===== src/rtl/fm_arbiter.sv =====
// fm_arbiter: two-requester round-robin front end for a fixed-latency FP multiply
// pipeline, with per-requester credit counters, result routing by tag, and flush/drain.
module fm_arbiter #(
   parameter int PIPE_LAT = 4,
   parameter int MAX_OUT  = 4
) (
   input  logic        clk,
   input  logic        rst,
   input  logic        req0_valid,
   input  logic [31:0] req0_a,
   input  logic [31:0] req0_b,
   output logic        req0_ready,
   input  logic        req1_valid,
   input  logic [31:0] req1_a,
   input  logic [31:0] req1_b,
   output logic        req1_ready,
   output logic [31:0] mul_a,
   output logic [31:0] mul_b,
   output logic        mul_issue,
   input  logic [31:0] mul_result,
   output logic        rsp0_valid,
   output logic        rsp1_valid,
   output logic [31:0] rsp_data,
   input  logic        flush,
   output logic        flush_done,
   output logic [3:0]  out0_cnt,
   output logic [3:0]  out1_cnt,
   output logic [1:0]  state_dbg
);

   typedef enum logic [1:0] {IDLE = 2'd0, RUN = 2'd1, DRAIN = 2'd2} state_t;

   localparam logic [3:0] MAX_CNT = 4'(MAX_OUT);

   state_t              state, state_nxt;
   logic                rr;
   logic                mul_id;
   logic                done_seen;
   logic [PIPE_LAT-1:0] tag_v;
   logic [PIPE_LAT-1:0] tag_id;
   logic                elig0, elig1, grant0, grant1, accept;
   logic                hs0, hs1, hs, winner, pipe_empty;

   // Handshake: requester N transfers in any cycle where reqN_valid && reqN_ready;
   // ready is combinational and depends on valid, credit, state and flush.
   always_comb begin
      elig0      = req0_valid && (out0_cnt < MAX_CNT);
      elig1      = req1_valid && (out1_cnt < MAX_CNT);
      grant0     = elig0 && (!elig1 || !rr);
      grant1     = elig1 && (!elig0 || rr);
      accept     = !rst && (state != DRAIN) && !flush;
      req0_ready = grant0 && accept;
      req1_ready = grant1 && accept;
      hs0        = req0_valid && req0_ready;
      hs1        = req1_valid && req1_ready;
      hs         = hs0 || hs1;
      winner     = hs1;
   end

   assign rsp0_valid = tag_v[PIPE_LAT-1] && !tag_id[PIPE_LAT-1];
   assign rsp1_valid = tag_v[PIPE_LAT-1] && tag_id[PIPE_LAT-1];
   assign rsp_data   = mul_result;
   assign pipe_empty = !(|tag_v) && !mul_issue;
   // done_seen suppresses repeat pulses while flush stays high.
   assign flush_done = (state == DRAIN) && pipe_empty && !done_seen;
   assign state_dbg  = state;

   always_comb begin
      state_nxt = state;
      case (state)
         IDLE: begin
            if (flush)                          state_nxt = DRAIN;
            else if (req0_valid || req1_valid)  state_nxt = RUN;
         end
         RUN: begin
            if (flush)                                               state_nxt = DRAIN;
            else if (!req0_valid && !req1_valid && pipe_empty)       state_nxt = IDLE;
         end
         DRAIN: begin
            if (pipe_empty) state_nxt = IDLE;
         end
         default: state_nxt = IDLE;
      endcase
   end

   always_ff @(posedge clk or posedge rst) begin
      if (rst) begin
         state     <= IDLE;
         rr        <= 1'b0;
         mul_issue <= 1'b0;
         mul_id    <= 1'b0;
         mul_a     <= '0;
         mul_b     <= '0;
         tag_v     <= '0;
         tag_id    <= '0;
         done_seen <= 1'b0;
      end else begin
         state     <= state_nxt;
         mul_issue <= hs;
         if (hs) begin
            mul_id <= winner;
            mul_a  <= winner ? req1_a : req0_a;
            mul_b  <= winner ? req1_b : req0_b;
            // rr points away from the requester just served
            rr     <= ~winner;
         end
         tag_v[0]  <= mul_issue;
         tag_id[0] <= mul_id;
         for (int i = 1; i < PIPE_LAT; i++) begin
            tag_v[i]  <= tag_v[i-1];
            tag_id[i] <= tag_id[i-1];
         end
         done_seen <= flush && (done_seen || flush_done);
      end
   end

   // Credit counters: a simultaneous grant and response leave the count unchanged.
   always_ff @(posedge clk or posedge rst) begin
      if (rst) begin
         out0_cnt <= '0;
         out1_cnt <= '0;
      end else begin
         if (hs0 && !rsp0_valid && out0_cnt < MAX_CNT)
            out0_cnt <= out0_cnt + 4'd1;
         else if (!hs0 && rsp0_valid && out0_cnt != 4'd0)
            out0_cnt <= out0_cnt - 4'd1;
         if (hs1 && !rsp1_valid && out1_cnt < MAX_CNT)
            out1_cnt <= out1_cnt + 4'd1;
         else if (!hs1 && rsp1_valid && out1_cnt != 4'd0)
            out1_cnt <= out1_cnt - 4'd1;
      end
   end

endmodule


===== config.mk =====
export PLATFORM = sky130hd
export DESIGN_NAME = fm_arbiter
export DESIGN_NICKNAME = d
export VERILOG_FILES = /design/src/rtl/fm_arbiter.sv
export SDC_FILE = /design/constraint.sdc
export NUM_CORES = 1
export LEC_CHECK = 0
export BUFFER_PORTS_ARGS = -buffer_cell sky130_fd_sc_hd__buf_2
export CORE_AREA = 2 2 107 109
export CTS_BUF_LIST = sky130_fd_sc_hd__clkbuf_4
export DETAILED_ROUTE_END_ITERATION = 12
export DIE_AREA = 0 0 109 111
export PLACE_DENSITY = 0.82
export SLEW_MARGIN = 10
export SYNTH_ARGS = -nofsm -noshare
export SYNTH_HDL_FRONTEND = slang
export SYNTH_SLANG_ARGS = --single-unit

===== constraint.sdc =====
create_clock -name clk -period 2.7 [get_ports clk]
set_clock_uncertainty 0.15 [all_clocks]
set_input_delay 0.135 -clock clk [delete_from_list [all_inputs] [get_ports clk]]
set_output_delay 0.135 -clock clk [all_outputs]
set_load 0.03 [all_outputs]

# Word level (Yosys, flattened, before mapping)
# Cells that the tools add are included.
totals:
  elab_cells: 89
  mem_bits_rw: 0
  input_bits: 165
  latch_bits: 0
  mem_bits_ro: 0
  output_inout_bits: 112
  register_bits: 86
  mem_count: 0
classes:
  n_reduce_logical: 53
  n_mul: 0
  bitwise: 1
  addsub: 4
  div_mod_pow: 0
  magnitude_cmp: 2
  mux: 12
  shifts: 0
  eq_ne: 6
op_table:
  columns: ["cell", "n"]
  rows:
  - ["$mux 32", 2]
  - ["$logic_and 1x1->1", 26]
  - ["$mux 4", 4]
  - ["$logic_not 1->1", 15]
  - ["$mux 2", 5]
  - ["$add 4x1->4 const B", 2]
  - ["$lt 4x3->1 const B", 2]
  - ["$reduce_bool 4->1", 2]
  - ["$sub 4x1->4 const B", 2]
  - ["$ne 3x3->1 const B", 2]
  - ["$pmux 2 s3", 1]
  - ["$logic_or 1x1->1", 5]
  - ["$ne 2x2->1 const B", 2]
  - ["$reduce_bool 2->1", 2]
  - ["$reduce_or 4->1", 1]
  - ["$reduce_and 3->1", 1]
  - ["$eq 2x1->1 const B", 1]
  - ["$eq 2x2->1 const B", 1]
  - ["$logic_not 2->1", 1]
  - ["$not 1->1", 1]

# Logic depth before layout (Yosys ltp)
depth:
  depth_word: 12
  depth_mapped: 10
  ltp_nobuf: 8

# Worst setup path after synthesis
# OpenSTA, ideal clock, no wires.
synth_path:
  path_type: "register to register"
  from: "reg out0_cnt[3]"
  to: "reg out0_cnt[3]"
  setup_slack_ns: -0.690
  synth_period_minus_slack_ns: 3.390
  required_time_ns: 2.480
  n_path_buf: 1
  t_arrival_ns: 3.169
  setup_ns: 0.070
  stages_incl_launch_ff: 10
  path_cell_list: "dfrtp_1 -> or3b_1 -> a2111oi_4 -> clkbuf_1 -> nand2_1 -> ha_1 -> a21oi_1 -> nand2_1 -> or4_1 -> nand3_1"
synth_via:
  elab_chain_len: 9
  elab_cells_between_ends: 16
  classes_between: "add/sub (2); order compare (1); mux (2); reduce/logical (11)"
synth_lines:
  columns: ["element", "line", "source"]
  rows:
  - ["start: declaration", "26", "output logic [3:0] out0_cnt,"]
  - ["start signal: assignment", "124", "out0_cnt <= out0_cnt + 4'd1;"]
  - ["start signal: assignment", "126", "out0_cnt <= out0_cnt - 4'd1;"]
  - ["$lt 4x3->1 (*)", "47", "elig0 = req0_valid && (out0_cnt < MAX_CNT);"]
  - ["$logic_and 1x1->1 (*)", "47", null]
  - ["$logic_and 1x1->1 (*)", "49", "grant0 = elig0 && (!elig1 || !rr);"]
  - ["$logic_and 1x1->1 (*)", "52", "req0_ready = grant0 && accept;"]
  - ["via req0_ready", "12", "output logic req0_ready,"]
  - ["$logic_and 1x1->1 (*)", "54", "hs0 = req0_valid && req0_ready;"]
  - ["$logic_not 1->1", "125", "else if (!hs0 && rsp0_valid && out0_cnt != 4'd0)"]
  - ["$logic_and 1x1->1 (2 in a row)", "125", null]
  - ["$reduce_bool 2->1 (no line)", null, null]
# The timed path passes the listed nets; every way through them passes the cells marked *. The select of a mux whose other input is x is not followed.
# A chain may end at the register's enable or synchronous reset.

# Final worst setup path
layout_path:
  from: "reg out0_cnt[2]"
  to: "reg mul_b[30]"
layout_via:
  elab_chain_len: 8
  elab_cells_between_ends: 12
  classes_between: "order compare (1); mux (1); reduce/logical (10)"
layout_lines:
  columns: ["element", "line", "source"]
  rows:
  - ["$lt 4x3->1 (*)", "47", null]
  - ["$logic_and 1x1->1 (*)", "47", null]
  - ["$logic_not 1->1", "50", "grant1 = elig1 && (!elig0 || rr);"]
  - ["$logic_or 1x1->1", "50", null]
  - ["$logic_and 1x1->1", "50", null]
  - ["$logic_and 1x1->1", "53", "req1_ready = grant1 && accept;"]
  - ["$logic_and 1x1->1", "55", "hs1 = req1_valid && req1_ready;"]
  - ["$mux 32 / $logic_or 1x1->1 (equally long branches)", "103, 56", null]
  - ["end signal: assignment", "103", "mul_b <= winner ? req1_b : req0_b;"]
  - ["end: declaration", "18", "output logic [31:0] mul_b,"]
# Mark *: on every way between the ends. The rest lies on a longest branch, timed or not.

==> run summary <==
The run finished with clean final reports. Subtracting the final worst setup slack from the clock period gives 2.64 ns. The synthesized netlist net count is 509. The data required time of the critical path is 2.92 ns. The filler cells instantiated in the layout total 870. After detailed routing, the number of remaining DRC violations is 0. The vertical die dimension came out at 111 um. The worst-case clock buffer depth is 2. For the worst setup path, the data arrival time is 2.86 ns.

The flip-flop and latch count after synthesis came out at 86. The tightest hold path in the finished design has a slack of 0.0454 ns. The layout-stage area growth over the synthesis result came out at 66.8%. The number of nets in the layout came out at 821. The synthesis warning total came out at 0. The CTS sink count is 86. The leftover overflow at the end of global routing is 0. For this design, the slowest cell found on the critical path is sky130_fd_sc_hd__dlygate4sd3_1. The total wire length after detailed routing came out at 14.7 mm.

The final weighted congestion of routability-driven global placement came out at 0.793. The clock input transition at the sequential cells of the worst setup and hold paths came out at 0.13 ns. The area of all sequential standard cells came out at 0.00215 mm^2. Traced cell by cell, the critical path runs through or3b_4 -> a2111oi_4 -> buf_4 -> buf_12 -> a222oi_1 -> dlygate4sd3_1 -> inv_1.

The total clock buffers created by CTS is 9. The full die area is 0.0121 mm^2. In this run the number of H-tree levels came out at 3. Among all flip-flop cells after synthesis, the most frequent one is sky130_fd_sc_hd__dfrtp_1. The maximum number of pins on one net before global-route repair came out at 49. After layout, the worst path uses 97.8% of the clock period.

For the worst-skew pair, the clock arrives at the later sink with an insertion delay of 0.44 ns. The area of the mapped netlist is 0.00386 mm^2. Across all layers, the routed design uses 4251 vias. The number of placement rows is 39. The number of failing hold endpoints at the final stage came out at 0. The reported leakage power is 0.00346 uW.

STA classifies the critical path endpoint as a flip-flop. The share of the synthesized area in the top cell type came out at 55.7%. The multi-input gate area in the final layout is 0.00115 mm^2. Setup slack on the worst reg-to-reg path comes out at 0.06 ns. The fraction of layout cells with a size suffix above 1 came out at 38.6%. The classification of the worst setup path is flip-flop to flip-flop. CTS placed an instance of sky130_fd_sc_hd__clkbuf_4 at the clock tree root.

The maximum fanout along the worst path is 18. The number of antenna violations at the first check in global routing is 1. The power density over cell area came out at 928 mW/mm^2.

Dividing the detail-routed wire length by the instance count gives 18.4 um. The first detailed-routing pass ran for 10 iterations. The via density per instance came out at 5.32.

The kind of launch point of the worst setup path is a flip-flop. The summed area of non-filler cells in the final layout came out at 0.00644 mm^2. Measured along the x axis, the die boundary spans 109 um. The headroom to the max-slew limit came out at 54.1%. The non-filler instance count after layout is 799. After technology mapping, the gate count stands at 338. Counting flops with a built-in enable in the synthesized netlist gives 0.

For the pin with the worst max-slew slack, the measured transition is 0.688 ns. The count of antenna-violating nets left after detailed routing came out at 0. Of all cell types, the one taking the most synthesized area is sky130_fd_sc_hd__dfrtp_1. The mean area per synthesized cell came out at 11.4 um^2.

The final setup violation count came out at 0. The total of buffers placed on input and output ports is 212. The top-level I/O count came out at 277. By area the synthesized netlist is led by sky130_fd_sc_hd__dfrtp_1, sky130_fd_sc_hd__a222oi_1, sky130_fd_sc_hd__inv_1.

The via count of the first global-routing pass was 4533. The highest clock frequency the design can meet is 379 MHz. The post-detailed-placement half-perimeter wirelength is 7.73 mm. The first global-routing pass estimated 21.9 mm of wire. In this design, the stage delay of the slowest critical-path cell is 0.58 ns.

The sequential cell area fraction in the yosys report is 55.7%. The CTS tree is yes. The post-route core utilization came out at 58.2%. The number of placed instances, taps included, is 645. The share of flip-flops with an asynchronous set or reset came out at 100%. In this run the worst hold path is classified as input pin to flip-flop. The overall track demand over capacity in global routing is 23.9%. The power consumption came out at 5980 uW. The worst IR drop on VDD is 0.645 mV. The violation count after the first detailed-route iteration is 550. The effective utilization at floorplan is 34.9%. The number of pins exceeding their max-slew limit in the final report came out at 0. After detailed placement, the total cell area comes to 0.00487 mm^2. Max-cap violations in this run came to 0. The distinct cell type count after synthesis is 35.

The core region is 0.0111 mm^2.
==> power by group <==
part | total [uW] | switching (uW) | internal [uW]
registers | 2190 | 378 | 1810
clock network | 720 | 444 | 276
logic | 3070 | 1790 | 1280
total | 5980 | 2610 | 3370
==> logic make-up after synthesis <==
kind of cell,count (synthesis),synth area share (%)
AOI/OAI and AO/OA,80,20.0
xor gates and xnor gates,4,0.907
DFF,86,55.7
adders and majority gates,6,2.33
muxes,6,1.65
and+or+nand+nor,29,3.88
buffers and inverters,127,15.6
==> cell usage in the layout (no fill, tap or decap), types with 4 or more instances in the layout <==
cell type / instances
sky130_fd_sc_hd__nor2_1: 4
sky130_fd_sc_hd__buf_2: 212
sky130_fd_sc_hd__clkbuf_4: 9
sky130_fd_sc_hd__dfrtp_1: 84
sky130_fd_sc_hd__dlygate4sd3_1: 130
sky130_fd_sc_hd__nand3_1: 5
sky130_fd_sc_hd__inv_1: 72
sky130_fd_sc_hd__nand2_1: 5
sky130_fd_sc_hd__buf_4: 6
sky130_fd_sc_hd__clkinv_2: 4
sky130_fd_sc_hd__a222oi_1: 64
==> cell type report <==
cell class | instances | share of cell area [%]
flip-flops and latches | 86 | 33.4
multi-input cells | 125 | 17.9
well taps | 143 | 2.78
repair buffers | 355 | 39.5
diodes | 1 | 0.0388
clock buffers | 9 | 1.05
inverters | 73 | 4.27
clock inverters | 7 | 1.01
==> through the flow <==
| stage | setup TNS (ns) | setup slack [ns] |
|---|---|---|
| finish | 0 | 0.0606 |
| global route | -0.0129 | -0.00766 |
| CTS | 0 | 0.0421 |
| detailed placement | 0 | 0.124 |
| global placement | 0 | 0.235 |
| floorplan | -0.174 | -0.0932 |
==> critical path, delay by kind of cell (launching register included) <==
family | cells | cell delay, ns
buf+inv | 4 | 1.07
flops | 1 | 0.47
simple gates | 1 | 0.43
compound gates | 2 | 0.43
==> routing by layer <==
metal  routed length, um  up-vias  GRT usage, %
li1                    -     1846             -
met2                7470      296          41.3
met1                5140     2031          24.7
met5                   0        -             0
met3                1300       78          6.35
met4                 761        0          16.4
==> registers in the layout, summed over array words and instances (netlist names) <==
| register | count |
|---|---|
| tag_v | 4 |
| mul_a | 32 |
| rr | 1 |
| out0_cnt | 4 |
| out1_cnt | 4 |
| mul_id | 1 |
| done_seen | 1 |
| mul_b | 32 |
| state_dbg | 2 |
| tag_id | 4 |
| mul_issue | 1 |
==> Yosys cell counts (2+ instances only) <==
| cell type | instances |
|---|---|
| sky130_fd_sc_hd__buf_2 | 4 |
| sky130_fd_sc_hd__o22ai_1 | 2 |
| sky130_fd_sc_hd__a21o_1 | 2 |
| sky130_fd_sc_hd__dfrtp_1 | 86 |
| sky130_fd_sc_hd__nor3_1 | 3 |
| sky130_fd_sc_hd__a222oi_1 | 64 |
| sky130_fd_sc_hd__nor2_1 | 4 |
| sky130_fd_sc_hd__mux2_2 | 2 |
| sky130_fd_sc_hd__inv_1 | 73 |
| sky130_fd_sc_hd__nor3b_1 | 2 |
| sky130_fd_sc_hd__xnor2_1 | 2 |
| sky130_fd_sc_hd__ha_1 | 4 |
| sky130_fd_sc_hd__nand3_1 | 5 |
| sky130_fd_sc_hd__buf_4 | 32 |
| sky130_fd_sc_hd__o21ai_0 | 3 |
| sky130_fd_sc_hd__nand2_1 | 7 |
| sky130_fd_sc_hd__fa_1 | 2 |
| sky130_fd_sc_hd__xor2_1 | 2 |
| sky130_fd_sc_hd__a21oi_1 | 2 |
| sky130_fd_sc_hd__nand2b_1 | 3 |
| sky130_fd_sc_hd__clkbuf_1 | 18 |
| sky130_fd_sc_hd__mux2i_1 | 3 |
==> worst paths after layout <==
check | end | cells after the start | from
max | mul_b[30]$_DFFE_PP0P_ | 7 | out0_cnt[2]$_DFFE_PP0P_
min | mul_a[0]$_DFFE_PP0P_ | 4 | req0_a[0]
max reg2reg | mul_b[30]$_DFFE_PP0P_ | 7 | out0_cnt[2]$_DFFE_PP0P_
min reg2reg | tag_id[1]$_DFF_PP0_ | 0 | tag_id[0]$_DFF_PP0_
max in group asynchronous | mul_a[23]$_DFFE_PP0P_ | 4 | rst
min in group asynchronous | state_dbg[1]$_DFFE_PP0P_ | 3 | rst
==> timing repair <==
item,CTS,global route
setup buffers,2,2
gates cloned,1,1
hold endpoints to repair,105,1
pin swaps,1,3
setup endpoints to repair,1,35
hold buffers,131,1
gates resized for setup,3,7
No activity file was read; power rests on OpenSTA's default activity.
